[src/rtl/gray_codec_unit.sv]
// rtl/gray_codec_unit.sv - registered Gray encode/decode channels and Gray pointer counter
//
// Purpose:
//   Gray-code helper for async-FIFO style clock-domain crossings.
//   The unit has three independent registered paths in one clock domain:
//     - encode channel : binary -> Gray, 1-cycle latency
//     - decode channel : Gray -> binary, 1-cycle latency
//     - pointer counter: binary count and Gray count registered together
//   The exported Gray pointer only ever changes one bit per increment,
//   including at wrap-around, so it is safe to synchronize into another domain.
//
// Ports:
//   clk_i        in   1      clock, all state updates on the rising edge
//   rst_ni       in   1      asynchronous active-low reset, clears all state
//   enc_valid_i  in   1      encode request strobe
//   enc_bin_i    in   WIDTH  binary value to encode
//   enc_valid_o  out  1      encode result valid (one cycle per request)
//   enc_gray_o   out  WIDTH  registered Gray result, holds when idle
//   dec_valid_i  in   1      decode request strobe
//   dec_gray_i   in   WIDTH  Gray value to decode
//   dec_valid_o  out  1      decode result valid (one cycle per request)
//   dec_bin_o    out  WIDTH  registered binary result, holds when idle
//   cnt_clr_i    in   1      synchronous counter clear (wins over cnt_en_i)
//   cnt_en_i     in   1      counter increment
//   cnt_bin_o    out  WIDTH  registered binary count
//   cnt_gray_o   out  WIDTH  registered Gray count, always Gray(cnt_bin_o)

module gray_codec_unit #(
  parameter int WIDTH = 4
) (
  input  logic             clk_i,
  input  logic             rst_ni,
  input  logic             enc_valid_i,
  input  logic [WIDTH-1:0] enc_bin_i,
  output logic             enc_valid_o,
  output logic [WIDTH-1:0] enc_gray_o,
  input  logic             dec_valid_i,
  input  logic [WIDTH-1:0] dec_gray_i,
  output logic             dec_valid_o,
  output logic [WIDTH-1:0] dec_bin_o,
  input  logic             cnt_clr_i,
  input  logic             cnt_en_i,
  output logic [WIDTH-1:0] cnt_bin_o,
  output logic [WIDTH-1:0] cnt_gray_o
);

  // Binary -> Gray: each Gray bit is the XOR of neighbouring binary bits,
  // the MSB passes straight through.
  function automatic logic [WIDTH-1:0] bin2gray(input logic [WIDTH-1:0] b);
    return b ^ (b >> 1);
  endfunction

  // Gray -> binary: running XOR from the MSB downwards. Each binary bit
  // depends on the already-decoded bit above it, so the loop order matters.
  function automatic logic [WIDTH-1:0] gray2bin(input logic [WIDTH-1:0] g);
    logic [WIDTH-1:0] b;
    b            = '0;
    b[WIDTH-1]   = g[WIDTH-1];
    for (int i = WIDTH - 2; i >= 0; i--) begin
      b[i] = b[i+1] ^ g[i];
    end
    return b;
  endfunction

  // ---------------------------------------------------------------------------
  // State
  // ---------------------------------------------------------------------------
  logic             enc_valid_q, enc_valid_d;
  logic [WIDTH-1:0] enc_gray_q,  enc_gray_d;
  logic             dec_valid_q, dec_valid_d;
  logic [WIDTH-1:0] dec_bin_q,   dec_bin_d;
  logic [WIDTH-1:0] cnt_bin_q,   cnt_bin_d;
  logic [WIDTH-1:0] cnt_gray_q,  cnt_gray_d;

  // Incremented count, shared by the binary and Gray next-state so both
  // registers move on the same edge with no re-encode skew cycle.
  logic [WIDTH-1:0] cnt_bin_inc;

  // ---------------------------------------------------------------------------
  // Encode channel
  // ---------------------------------------------------------------------------
  always_comb begin
    enc_valid_d = enc_valid_i;
    enc_gray_d  = enc_gray_q;
    if (enc_valid_i) begin
      enc_gray_d = bin2gray(enc_bin_i);
    end
  end

  // ---------------------------------------------------------------------------
  // Decode channel
  // ---------------------------------------------------------------------------
  always_comb begin
    dec_valid_d = dec_valid_i;
    dec_bin_d   = dec_bin_q;
    if (dec_valid_i) begin
      dec_bin_d = gray2bin(dec_gray_i);
    end
  end

  // ---------------------------------------------------------------------------
  // Pointer counter: clear beats increment beats hold
  // ---------------------------------------------------------------------------
  assign cnt_bin_inc = cnt_bin_q + WIDTH'(1);

  always_comb begin
    cnt_bin_d  = cnt_bin_q;
    cnt_gray_d = cnt_gray_q;
    if (cnt_clr_i) begin
      cnt_bin_d  = '0;
      cnt_gray_d = '0;
    end else if (cnt_en_i) begin
      cnt_bin_d  = cnt_bin_inc;
      cnt_gray_d = bin2gray(cnt_bin_inc);
    end
  end

  // ---------------------------------------------------------------------------
  // Registers
  // ---------------------------------------------------------------------------
  always_ff @(posedge clk_i or negedge rst_ni) begin
    if (!rst_ni) begin
      enc_valid_q <= 1'b0;
      enc_gray_q  <= '0;
      dec_valid_q <= 1'b0;
      dec_bin_q   <= '0;
      cnt_bin_q   <= '0;
      cnt_gray_q  <= '0;
    end else begin
      enc_valid_q <= enc_valid_d;
      enc_gray_q  <= enc_gray_d;
      dec_valid_q <= dec_valid_d;
      dec_bin_q   <= dec_bin_d;
      cnt_bin_q   <= cnt_bin_d;
      cnt_gray_q  <= cnt_gray_d;
    end
  end

  // All outputs come straight from flops.
  assign enc_valid_o = enc_valid_q;
  assign enc_gray_o  = enc_gray_q;
  assign dec_valid_o = dec_valid_q;
  assign dec_bin_o   = dec_bin_q;
  assign cnt_bin_o   = cnt_bin_q;
  assign cnt_gray_o  = cnt_gray_q;

endmodule

[config.mk]
export PLATFORM = sky130hd
export DESIGN_NAME = gray_codec_unit
export DESIGN_NICKNAME = d
export VERILOG_FILES = /design/src/rtl/gray_codec_unit.sv
export SDC_FILE = /design/constraint.sdc
export NUM_CORES = 1
export LEC_CHECK = 0
export CAP_MARGIN = 20
export CORE_ASPECT_RATIO = 1.1
export CORE_MARGIN = 2
export CORE_UTILIZATION = 44
export DETAILED_ROUTE_END_ITERATION = 12
export PLACE_DENSITY = 0.86
export SYNTH_ARGS = -nofsm -noshare
export SYNTH_HDL_FRONTEND = slang
export SYNTH_SLANG_ARGS = --single-unit
[constraint.sdc]
create_clock -name clk_i -period 1.99 [get_ports clk_i]
set_input_delay 0.2985 -clock clk_i [delete_from_list [all_inputs] [get_ports clk_i]]
set_output_delay 0.2985 -clock clk_i [all_outputs]
set_load 0.05 [all_outputs]
==> results.json <==
{
  "final.period_utilization_pct": 93.1,
  "clockBufferDepth": 2,
  "diodes": 0,
  "multi_input_area_sq_um": 314,
  "rsz0062_at_grt": "false",
  "async_reset_ff_share_pct": 100,
  "cts_made_buffers": 3,
  "die_w_um": 43.5,
  "gp_congestion": 0.793,
  "cp-start-kind": "flip-flop",
  "p_leak_uw": 0.000487,
  "insertion_delay_ns": 0.28,
  "grt_pass1_wl_mm": 2.35,
  "postRouteAntennaNets": 0,
  "arrival_ns": 1.55,
  "routed_wl_mm": 1.38,
  "synth.distinct_cells": 20,
  "seq_area_sq_um": 425,
  "cp-startpoint": "cnt_bin_o[2]$_DFFE_PN0P_",
  "grt-ovfl-total": 0,
  "worst-path-max-fanout": 5,
  "final_common_cell": "clkdlybuf4s50_1",
  "setup_tns_ns": 0,
  "synth_seq_area_share_pct": 56.3,
  "max_slew_margin_pct": 66.4,
  "port_buffers": 31,
  "cellPowerDensity_mw_per_mm2": 787,
  "critPathTopFamily": "buffers and inverters",
  "fillers": 121,
  "grt_use_total_pct": 15.7,
  "run_status": "complete, no violations",
  "grt_pass1_vias": 571,
  "timing.rr.start": "cnt_bin_o[0]$_DFFE_PN0P_",
  "boundaryPins": 32,
  "die-area_sq_mm": 0.00207,
  "tightest_slew_ns": 0.502,
  "max-vdd-ir-drop_v": 0.000494,
  "maxCapViolations": 0,
  "min_period_ns": 1.85,
  "cts.repair.resized": 0,
  "yosys.area.top_type_share_pct": 56.3,
  "max_freq_ghz": 0.540,
  "finalSetupViolCount": 0,
  "die_y_um": 47.5,
  "drc_errors": 0,
  "critPathMaxStageDelay_ns": 0.83,
  "crit_slowest_cell": "clkdlybuf4s50_1",
  "postCtsHoldBufs": 0,
  "ys_seq_elements": 17,
  "finalMaxSlewViolations": 0,
  "synth-edff-count": 0,
  "path_class": "flip-flop to output port",
  "top_layer": "met3",
  "clock_sinks": 17,
  "drt-pass1-iter-count": 3,
  "timing.hold.ws_ns": 0.329,
  "via_per_inst": 4.95,
  "netlist_area_sq_um": 756,
  "wl_per_cell_um": 12.1,
  "avgSynthCellArea_sq_um": 12.0,
  "cts_root_buf": "clkbuf_4",
  "antenna_found_initial": 0,
  "worstHoldPathType": "input port to asynchronous set/reset pin",
  "fp-row-count": 15,
  "place_ws_ns": 0.453,
  "syn-instance-count": 63,
  "cts_max_level": 1,
  "final_hold_viol_count": 0,
  "drtIter0Drc": 6,
  "yosysTopAreaCell": "dfrtp_1",
  "final_cell_mix": "clkdlybuf4s50_1, dfrtp_1, nor2_1",
  "synth_warnings": 0,
  "core_region_area_sq_mm": 0.00160,
  "start_util_pct": 47.4,
  "timing.critical_path.buf_inv": 1,
  "critPathRequiredTime_ns": 1.69,
  "skew_ns": 0.00986,
  "synthToLayoutAreaGrowth_pct": 46.9,
  "cts_tree": "built",
  "wl_met3_um": 88,
  "vias": 564,
  "end_kind": "output port",
  "crit_chain": "clkdlybuf4s50_1",
  "cts_setup_buffers": 0,
  "setup_slack_ns": 0.138,
  "nets": 113,
  "dp_hpwl_mm": 1.08,
  "grt_start_max_net_pins": 18,
  "syn_nets": 78,
  "cts.clk_slew.worst_paths_ns": 0.10,
  "synth-main-ff-cell": "dfrtp_1",
  "wl_met1_um": 593,
  "layout-drive-gt1-share_pct": 9.28,
  "met2_wirelength_um": 701,
  "ys_top_cells_by_area": "dfrtp_1, xnor2_1, nor2_1, xor2_1, a21oi_1"
}
==> state kept, by name (all words and copies together) (netlist names) <==
signal and flops:
cnt_bin_o 4, enc_gray_o 4, dec_bin_o 4, cnt_gray_o 3, enc_valid_o 1, dec_valid_o 1
==> through the flow <==
| stage | std cells | area, sq um | power, uW | utilization [%] |
|---|---|---|---|---|
| 2_1_floorplan | 63 | 756 | 584 | - |
| 3_3_place_gp | 110 | 1080 | 699 | 67.8 |
| 4_1_cts | 114 | 1110 | 884 | 69.6 |
| 6_report | 114 | 1110 | 873 | 69.6 |
| 3_5_place_dp | 110 | 1080 | 704 | 67.8 |
| 5_1_grt | 114 | 1110 | 919 | 69.6 |
==> power breakdown <==
group | total, uW | leakage [uW] | internal (uW) | switching (uW)
Combinational | 297 | 0.000261 | 120 | 177
Sequential | 398 | 0.000209 | 377 | 20.6
Clock | 178 | 0.0000177 | 74.5 | 103
Total | 873 | 0.000487 | 572 | 301
==> kinds of logic (layout without fill, tap and decap cells) <==
group           count (synthesis)  in the layout  synth area share, %
compound gates                  8              8                 5.63
xor+xnor                       13             13                 18.0
fa+ha+maj                       1              1                 1.66
buf+inv                         3             37                 2.15
flops                          17             17                 56.3
mux                             5              5                 7.62
simple gates                   16             16                 8.61
==> final cells by class <==
cell class | instances | area share (%)
sequential | 17 | 38.3
tap | 17 | 1.92
multi-input combinational | 43 | 28.3
clock inverter | 1 | 0.451
timing repair buffer | 32 | 28.6
clock buffer | 3 | 2.03
inverter | 1 | 0.338
==> path summary, 6_finish.rpt <==
check / to / slack (ns) / cells past startpoint
worst max-delay path: cnt_bin_o[2] / 0.14 / 1
worst min-delay path: dec_bin_o[2]$_DFFE_PN0P_ / 0.33 / 2
worst max register to register: cnt_gray_o[1]$_DFFE_PN0P_ / 0.70 / 4
worst min register to register: cnt_gray_o[2]$_DFFE_PN0P_ / 0.50 / 2
max in group asynchronous: cnt_bin_o[1]$_DFFE_PN0P_ / 1.47 / 2
min in group clk_i: cnt_gray_o[2]$_DFFE_PN0P_ / 0.50 / 2
==> synthesized netlist by cell type (2+ instances only) <==
cell      n
a21oi_1   5
mux2i_1   2
mux2_2    2
nor2_1   11
xnor2_1   7
nand2_1   3
dfrtp_1  17
xor2_1    4
==> per-layer routing <==
| layer | track usage, % | vias up |
|---|---|---|
| met3 | 2.64 | 0 |
| met4 | 5.45 | 0 |
| met2 | 28.7 | 23 |
| met1 | 19.2 | 264 |
| met5 | 0 | - |
| li1 | - | 277 |
No activity file was read; power rests on OpenSTA's default activity.
